--- src/rtl/pet_prg_loader_if.sv ---
// rtl/pet_prg_loader_if.sv - host download stream and RAM-injection bus for the PRG loader
interface pet_prg_loader_if;
    logic        ioctl_download;
    logic        ioctl_wr;
    logic [7:0]  ioctl_dout;
    logic        ioctl_wait;
    logic [15:0] dma_addr;
    logic [7:0]  dma_din;
    logic        dma_we;

    modport master (
        output ioctl_download, ioctl_wr, ioctl_dout,
        input  ioctl_wait, dma_addr, dma_din, dma_we
    );

    modport slave (
        input  ioctl_download, ioctl_wr, ioctl_dout,
        output ioctl_wait, dma_addr, dma_din, dma_we
    );
endinterface

--- src/rtl/pet_prg_loader.sv ---
// rtl/pet_prg_loader.sv - streams a PRG file into PET RAM; PRG_PTR_PATCH_EN adds VARTAB/ARYTAB/STREND patching
module pet_prg_loader #(
    parameter logic [7:0]  PTR_BASE = 8'h2A,
    parameter logic [15:0] RAM_TOP  = 16'h8000
) (
    input  logic            clk,
    input  logic            reset,
    pet_prg_loader_if.slave bus,
    output logic            busy,
    output logic            done,
    output logic            err,
    output logic [15:0]     end_addr
);
    typedef enum logic [2:0] {IDLE, HDR_LO, HDR_HI, DATA, PATCH, FIN} state_t;

    state_t      state_q, state_d;
    logic        dl_q, dl_d;
    logic        armed_q, armed_d;
    logic [7:0]  lo_q, lo_d;
    logic [15:0] wptr_q, wptr_d;
    logic [15:0] end_addr_q, end_addr_d;
    logic        err_q, err_d;
    logic [2:0]  pidx_q, pidx_d;
    logic        dma_we_q, dma_we_d;
    logic [15:0] dma_addr_q, dma_addr_d;
    logic [7:0]  dma_din_q, dma_din_d;
    logic        rise, fall;

    // armed_q blocks a start until download has been seen low after reset
    assign rise = bus.ioctl_download & ~dl_q & armed_q;
    assign fall = ~bus.ioctl_download & dl_q;

    always_comb begin
        state_d    = state_q;
        dl_d       = bus.ioctl_download;
        armed_d    = armed_q | ~bus.ioctl_download;
        lo_d       = lo_q;
        wptr_d     = wptr_q;
        end_addr_d = end_addr_q;
        err_d      = err_q;
        pidx_d     = pidx_q;
        dma_we_d   = 1'b0;
        dma_addr_d = dma_addr_q;
        dma_din_d  = dma_din_q;
        case (state_q)
            IDLE: begin
                if (rise) begin
                    state_d = HDR_LO;
                    err_d   = 1'b0;
                end
            end
            HDR_LO: begin
                if (fall) begin
                    err_d   = 1'b1;
                    state_d = FIN;
                end else if (bus.ioctl_wr) begin
                    lo_d    = bus.ioctl_dout;
                    state_d = HDR_HI;
                end
            end
            HDR_HI: begin
                if (fall) begin
                    err_d   = 1'b1;
                    state_d = FIN;
                end else if (bus.ioctl_wr) begin
                    wptr_d  = {bus.ioctl_dout, lo_q};
                    state_d = DATA;
                end
            end
            DATA: begin
                if (bus.ioctl_wr) begin
                    if (wptr_q < RAM_TOP) begin
                        dma_we_d   = 1'b1;
                        dma_addr_d = wptr_q;
                        dma_din_d  = bus.ioctl_dout;
                        wptr_d     = wptr_q + 16'd1;
                    end else begin
                        err_d = 1'b1;
                    end
                end
                if (fall) begin
                    end_addr_d = wptr_d;
`ifdef PRG_PTR_PATCH_EN
                    // first pointer byte goes out on the same edge so all six writes land inside PATCH
                    dma_we_d   = 1'b1;
                    dma_addr_d = {8'h00, PTR_BASE};
                    dma_din_d  = wptr_d[7:0];
                    pidx_d     = 3'd1;
                    state_d    = PATCH;
`else
                    state_d    = FIN;
`endif
                end
            end
            PATCH: begin
                if (pidx_q == 3'd6) begin
                    state_d = FIN;
                end else begin
                    dma_we_d   = 1'b1;
                    dma_addr_d = {8'h00, PTR_BASE} + {13'd0, pidx_q};
                    dma_din_d  = pidx_q[0] ? end_addr_q[15:8] : end_addr_q[7:0];
                    pidx_d     = pidx_q + 3'd1;
                end
            end
            FIN:     state_d = IDLE;
            default: state_d = IDLE;
        endcase
    end

    always_ff @(posedge clk) begin
        if (reset) begin
            state_q    <= IDLE;
            dl_q       <= 1'b0;
            armed_q    <= 1'b0;
            lo_q       <= 8'h00;
            wptr_q     <= 16'h0000;
            end_addr_q <= 16'h0000;
            err_q      <= 1'b0;
            pidx_q     <= 3'd0;
            dma_we_q   <= 1'b0;
            dma_addr_q <= 16'h0000;
            dma_din_q  <= 8'h00;
        end else begin
            state_q    <= state_d;
            dl_q       <= dl_d;
            armed_q    <= armed_d;
            lo_q       <= lo_d;
            wptr_q     <= wptr_d;
            end_addr_q <= end_addr_d;
            err_q      <= err_d;
            pidx_q     <= pidx_d;
            dma_we_q   <= dma_we_d;
            dma_addr_q <= dma_addr_d;
            dma_din_q  <= dma_din_d;
        end
    end

    assign bus.dma_we   = dma_we_q;
    assign bus.dma_addr = dma_addr_q;
    assign bus.dma_din  = dma_din_q;
`ifdef PRG_PTR_PATCH_EN
    assign bus.ioctl_wait = (state_q == PATCH);
`else
    assign bus.ioctl_wait = 1'b0;
`endif
    assign busy     = (state_q != IDLE) && (state_q != FIN);
    assign done     = (state_q == FIN);
    assign err      = err_q;
    assign end_addr = end_addr_q;
endmodule

--- src/flat_wrapper.sv ---
// flat-port wrapper written by rule: the top's interface ports become plain ports
module pet_prg_loader_flat 
#(
    parameter logic [7:0]  PTR_BASE = 8'h2A,
    parameter logic [15:0] RAM_TOP  = 16'h8000
)
  (clk, reset, busy, done, err, end_addr, bus_ioctl_download, bus_ioctl_wr, bus_ioctl_dout, bus_ioctl_wait, bus_dma_addr, bus_dma_din, bus_dma_we);
  pet_prg_loader_if bus_i ();
  input  logic clk;
  input  logic reset;
  output logic busy;
  output logic done;
  output logic err;
  output logic [15:0] end_addr;
  input wire logic [$bits(bus_i.ioctl_download)-1:0] bus_ioctl_download;
  input wire logic [$bits(bus_i.ioctl_wr)-1:0] bus_ioctl_wr;
  input wire logic [$bits(bus_i.ioctl_dout)-1:0] bus_ioctl_dout;
  output wire logic [$bits(bus_i.ioctl_wait)-1:0] bus_ioctl_wait;
  output wire logic [$bits(bus_i.dma_addr)-1:0] bus_dma_addr;
  output wire logic [$bits(bus_i.dma_din)-1:0] bus_dma_din;
  output wire logic [$bits(bus_i.dma_we)-1:0] bus_dma_we;
  assign bus_i.ioctl_download = bus_ioctl_download;
  assign bus_i.ioctl_wr = bus_ioctl_wr;
  assign bus_i.ioctl_dout = bus_ioctl_dout;
  assign bus_ioctl_wait = bus_i.ioctl_wait;
  assign bus_dma_addr = bus_i.dma_addr;
  assign bus_dma_din = bus_i.dma_din;
  assign bus_dma_we = bus_i.dma_we;
  pet_prg_loader #(.PTR_BASE(PTR_BASE), .RAM_TOP(RAM_TOP)) u_core (.clk(clk), .reset(reset), .bus(bus_i), .busy(busy), .done(done), .err(err), .end_addr(end_addr));
endmodule
--- config.mk ---
export PLATFORM = sky130hd
export DESIGN_NAME = pet_prg_loader_flat
export DESIGN_NICKNAME = d
export VERILOG_FILES = /design/src/rtl/pet_prg_loader_if.sv /design/src/rtl/pet_prg_loader.sv /design/src/flat_wrapper.sv
export SDC_FILE = /design/constraint.sdc
export NUM_CORES = 1
export LEC_CHECK = 0
export ABC_AREA = 1
export CORE_MARGIN = 10
export CORE_UTILIZATION = 29
export DETAILED_ROUTE_END_ITERATION = 8
export GPL_TIMING_DRIVEN = 0
export HOLD_SLACK_MARGIN = 0.08
export SETUP_SLACK_MARGIN = 0.05
export SLEW_MARGIN = 20
export SYNTH_ARGS = -nofsm -noshare
export SYNTH_HDL_FRONTEND = slang
export SYNTH_SLANG_ARGS = --single-unit
--- constraint.sdc ---
create_clock -name clk -period 4.75 [get_ports clk]
set_input_delay 0.7125 -clock clk [delete_from_list [all_inputs] [get_ports clk]]
set_output_delay 0.7125 -clock clk [all_outputs]
set_load 0.005 [all_outputs]
### Word level (Yosys, flattened, before mapping)

Cells that the tools add are included.

* $add $sub $neg: 3
* bitwise logic cells: 8
* equality and inequality tests: 19
* muxes and demuxes: 31
* reductions and logical operators: 14
* $lt $le $gt $ge: 1

Operators by type and width (count)
* 2-to-1 mux 16 bit: 7
* case mux 16 bit (2 select lines): 2
* 2-to-1 mux 8 bit: 4
* 2-to-1 mux 3 bit: 7
* adder 16 x 1 -> 16 bit, second input constant: 1
* less-than comparator 16 bit, second input constant: 1
* case mux 8 bit (2 select lines): 1
* case mux 3 bit (5 select lines): 1
* inequality test 2 x 1 -> 1 bit, second input constant: 5
* inequality test 2 bit, second input constant: 5
* AND reduction 5 bit: 2
* == test 3 bit, second input constant: 3
* adder 6 x 3 -> 7 bit, first input constant: 1
* 2-to-1 mux 1 bit: 7
* == test 3 x 2 -> 1 bit, second input constant: 2
* inequality test 3 x 2 -> 1 bit, second input constant: 2
* AND reduction 3 bit: 2
* nonzero test 3 bit: 2
* NOT 1 bit: 4
* AND reduction 2 bit: 2
* AND reduction 4 bit: 1
* nonzero test 2 bit: 2
* adder 3 x 1 -> 3 bit, second input constant: 1
* AND 1 bit: 3
* 8 further kinds: 8

* input port bits: 12
* register bits after elaboration: 74
* word-level logic and storage cells: 87
* output and inout port bits: 45

### Depth between registers and ports, before layout

* word-level depth: 5
* gate-level depth with buffers: 9

### Worst setup path before layout

OpenSTA, ideal clock, no wires.

* kind: input to register
* start: in bus_ioctl_download
* end: reg u_core.end_addr_q[14] (netlist: u_core.end_addr[14])
* path slack: 3.025 ns
* data required time: 4.635 ns
* stages: 7
* buffers on the path: 1
* data arrival time: 1.610 ns
* library setup time: 0.115 ns
* cells stage by stage: nor2_1 -> inv_1 -> nor2_4 -> inv_2 -> buf_6 -> o21ai_0 -> inv_1

* word-level cells in the longest chain between the ends: 3

RTL lines
* start, declared: line flat_wrapper.sv:15 `input wire logic [$bits(bus_i.ioctl_download)-1:0] bus_ioctl_download;`
* NOT 1 bit: line pet_prg_loader.sv:31 `assign fall = ~bus.ioctl_download & dl_q;`
* AND 1 bit: line pet_prg_loader.sv:31
* AND reduction 2 bit (no line)
* end signal, assigned: line pet_prg_loader.sv:129 `end_addr_q <= end_addr_d;`
* end, declared: line pet_prg_loader.sv:21 `logic [15:0] end_addr_q, end_addr_d;`

No other way between the ends.
A chain may end at the register's enable or synchronous reset.

### Worst setup path after layout

* start: reg u_core.state_q[0]
* end: out done

* word-level cells in the longest chain between the ends: 1

RTL lines
* start, declared: line pet_prg_loader.sv:16 `state_t state_q, state_d;`
* start signal, assigned: line pet_prg_loader.sv:124 `state_q <= state_d;`
* == test 3 bit: line pet_prg_loader.sv:147 `assign done = (state_q == FIN);`
* end, declared: line flat_wrapper.sv:12 `output logic done;`

No other way between the ends.

==> results.sh <==
export IMPL_status="completed"
export IMPL_maxCapViolations=0
export IMPL_min_period_over_period=0.535
export IMPL_r2r_end="u_core.bus.dma_addr[5]"
export IMPL_clock_root_buffer="clkbuf_16"
export IMPL_worstSetupPathType="register to primary output"
export IMPL_clkSinkCount=74
export IMPL_syn_inst=542
export IMPL_wl_per_cell_um=15.5
export IMPL_worst_pin_slew_ns=0.606
export IMPL_synth_cell_types=36
export IMPL_powerDensity_nw_per_um2=526
export IMPL_setup_viol_count_final=0
export IMPL_dr_total_vias=3706
export IMPL_relSlewSlack=0.596
export IMPL_hold_buffers=0
export IMPL_slew_violations=0
export IMPL_synth_nets=558
export IMPL_rows=41
export IMPL_viasPerCell=4.73
export IMPL_rsz0062_at_grt="false"
export IMPL_ant_nets=0
export IMPL_drc=0
export IMPL_period_needed_ns=2.54
export IMPL_peakVddDrop_mv=0.203
export IMPL_leakage_nw=2.01
export IMPL_grt_overflow_total=0
export IMPL_ios=57
export IMPL_cts_made_buffers=9
export IMPL_clock_skew_ns=0.00732
export IMPL_insertedDiodeCount=0
export IMPL_crit_fanout=5
export IMPL_drt_pass1_iterations=5
export IMPL_drt_iter0_drc=248
export IMPL_path_clk_slew_ns=0.06
export IMPL_finalSetupTns_ns=0
export IMPL_fill_cells=1365
export IMPL_die_w_um=134
export IMPL_r2r_slack_ns=2.90
export IMPL_fin_area_um2=4840
export IMPL_die_h_um=134
export IMPL_hold_class="register to register"
export IMPL_worst_ep_required_time_ns=4.04
export IMPL_ys_warn_count=0
export IMPL_start_util=0.297
export IMPL_drive_gt1_frac=0.0980
export IMPL_holdWs_ns=0.437
export IMPL_fmax_mhz=394
export IMPL_grt_antenna_before_repair=0
export IMPL_ys_ff_latch=74
export IMPL_worstReg2RegStart="u_core.pidx_q[0]"
export IMPL_insertion_delay_ns=0.35
export IMPL_grt_max_degree=14
export IMPL_ctsResizeCount=0
export IMPL_hold_violations=0
export IMPL_grt_pass1_wl_um=18900
export IMPL_r2r_cells=8
export IMPL_h_tree_depth=3
export IMPL_ys_seq_area_frac=0.393
export IMPL_holdCritStartpoint="u_core.bus.dma_addr[15]"
export IMPL_placed_area_um2=4520
export IMPL_post_synth_instance_area_um2=3760
export IMPL_grt_pass1_vias=3452
export IMPL_nets=623
export IMPL_cts_tree="yes"
export IMPL_clock_path_buffers=2
export IMPL_hold_path_end="u_core.bus.dma_addr[15]"
export IMPL_io_buffers=54
export IMPL_wirelength_um=12200
export IMPL_coreArea_um2=12700
export IMPL_final_cell_mix="nand2_1, dfxtp_1, a21oi_1"
export IMPL_cp_data_arrival_time_ns=1.83
export IMPL_gp_congestion=0.897
export IMPL_design_die_area_um2=17900
export IMPL_holdPathStages=2
export IMPL_final_common_cell="nand2_1"
export IMPL_cp_end_kind="primary output"
export IMPL_cp_start_kind="register"
export IMPL_hpwl_um=9590
export IMPL_area_delta_synth_final_pct=28.5
export IMPL_postCtsSetupBuffers=0
export IMPL_grtUsageTotal=0.136
export IMPL_syn_mean_instance_area_um2=6.95
-- how the worst max path moves through the flow --
stage	from	end	slack, ns	depth (start not counted)
2_1_floorplan	bus_ioctl_download	u_core.end_addr[14]	3.02	7
5_1_grt	u_core.state_q[0]	done	2.11	5
6_report	u_core.state_q[0]	done	2.21	5
3_3_place_gp	bus_ioctl_download	u_core.end_addr[15]	2.14	8
4_1_cts	u_core.state_q[0]	done	2.23	5
3_5_place_dp	bus_ioctl_download	u_core.end_addr[15]	2.11	8
-- cell usage after synthesis (all sizes together) --
| master | instances | area, µm² |
|---|---|---|
| conb | 1 | 3.75 |
| nand2 | 146 | 601 |
| o21bai | 1 | 7.51 |
| nand3b | 1 | 7.51 |
| clkinv | 1 | 3.75 |
| dfxtp | 74 | 1480 |
| ha | 4 | 50.1 |
| xor2 | 6 | 52.6 |
| a211oi | 2 | 20.0 |
| a21oi | 62 | 310 |
| o22ai | 1 | 6.26 |
| nand3 | 36 | 193 |
| clkbuf | 7 | 26.3 |
| nand4 | 4 | 25.0 |
| xnor2 | 1 | 8.76 |
| buf | 19 | 148 |
| nor2 | 49 | 214 |
| a31oi | 13 | 81.3 |
| or2 | 1 | 6.26 |
| nor3 | 7 | 55.1 |
| inv | 59 | 229 |
| o21ai | 47 | 235 |
-- stage by stage --
step | total power, mW | instances | utilization | setup WS, ns
final | 2.54 | 784 | 0.382 | 2.21
after global routing | 2.72 | 784 | 0.382 | 2.11
after global placement | 1.80 | 768 | 0.357 | 2.14
after floorplan | 1.46 | 542 | - | 3.02
after detailed placement | 1.82 | 768 | 0.357 | 2.11
after CTS | 2.57 | 784 | 0.382 | 2.23
-- area by class of cell --
type / instances / area (µm²) / share of cell area
buffer: 26 / 174 / 0.0359
sequential: 74 / 1480 / 0.306
timing repair buffer: 54 / 541 / 0.112
multi-input combinational: 382 / 1880 / 0.388
inverter: 60 / 233 / 0.0481
clock buffer: 9 / 225 / 0.0465
clock inverter: 7 / 92.6 / 0.0191
tap: 172 / 215 / 0.0445
-- power by group --
| group | internal (mW) | switching [mW] |
|---|---|---|
| logic | 0.363 | 0.525 |
| clock network | 0.460 | 0.277 |
| registers | 0.770 | 0.150 |
| total | 1.59 | 0.952 |
-- metal layers --
layer	up-vias	wire length [µm]	GRT usage
li1	1888	-	-
met1	1682	5320	0.156
met2	112	5720	0.229
met3	24	830	0.0426
met4	0	286	0.0574
met5	-	0	0
-- state kept, by name, indices dropped and copies added, names as in the netlist --
name and cells:
u_core.lo_q 8, u_core.pidx_q 3, u_core.armed_q 1, u_core.dl_q 1, u_core.bus.dma_addr 16, u_core.bus.dma_we 1, u_core.wptr_q 16, u_core.state_q 3
u_core.bus.dma_din 8, u_core.end_addr 16, u_core.err 1
-- cell families (layout without fill, tap and decap cells) --
family | Yosys count | in the layout | share of synthesized area
AOI/OAI and AO/OA | 126 | 126 | 0.175
xor gates and xnor gates | 7 | 7 | 0.0163
adders and majority gates | 4 | 4 | 0.0133
buffers and inverters | 86 | 156 | 0.108
DFF | 74 | 74 | 0.393
other | 1 | 1 | 0.000996
and+or+nand+nor | 244 | 244 | 0.292
-- critical path, stage by stage, from the launching register on --
cell and delay [ns]:
dfxtp_1 0.47, inv_1 0.13, nor2_2 0.14, inv_1 0.08, nor2_1 0.14, clkdlybuf4s50_1 0.53
(Power assumes the default switching activity.)
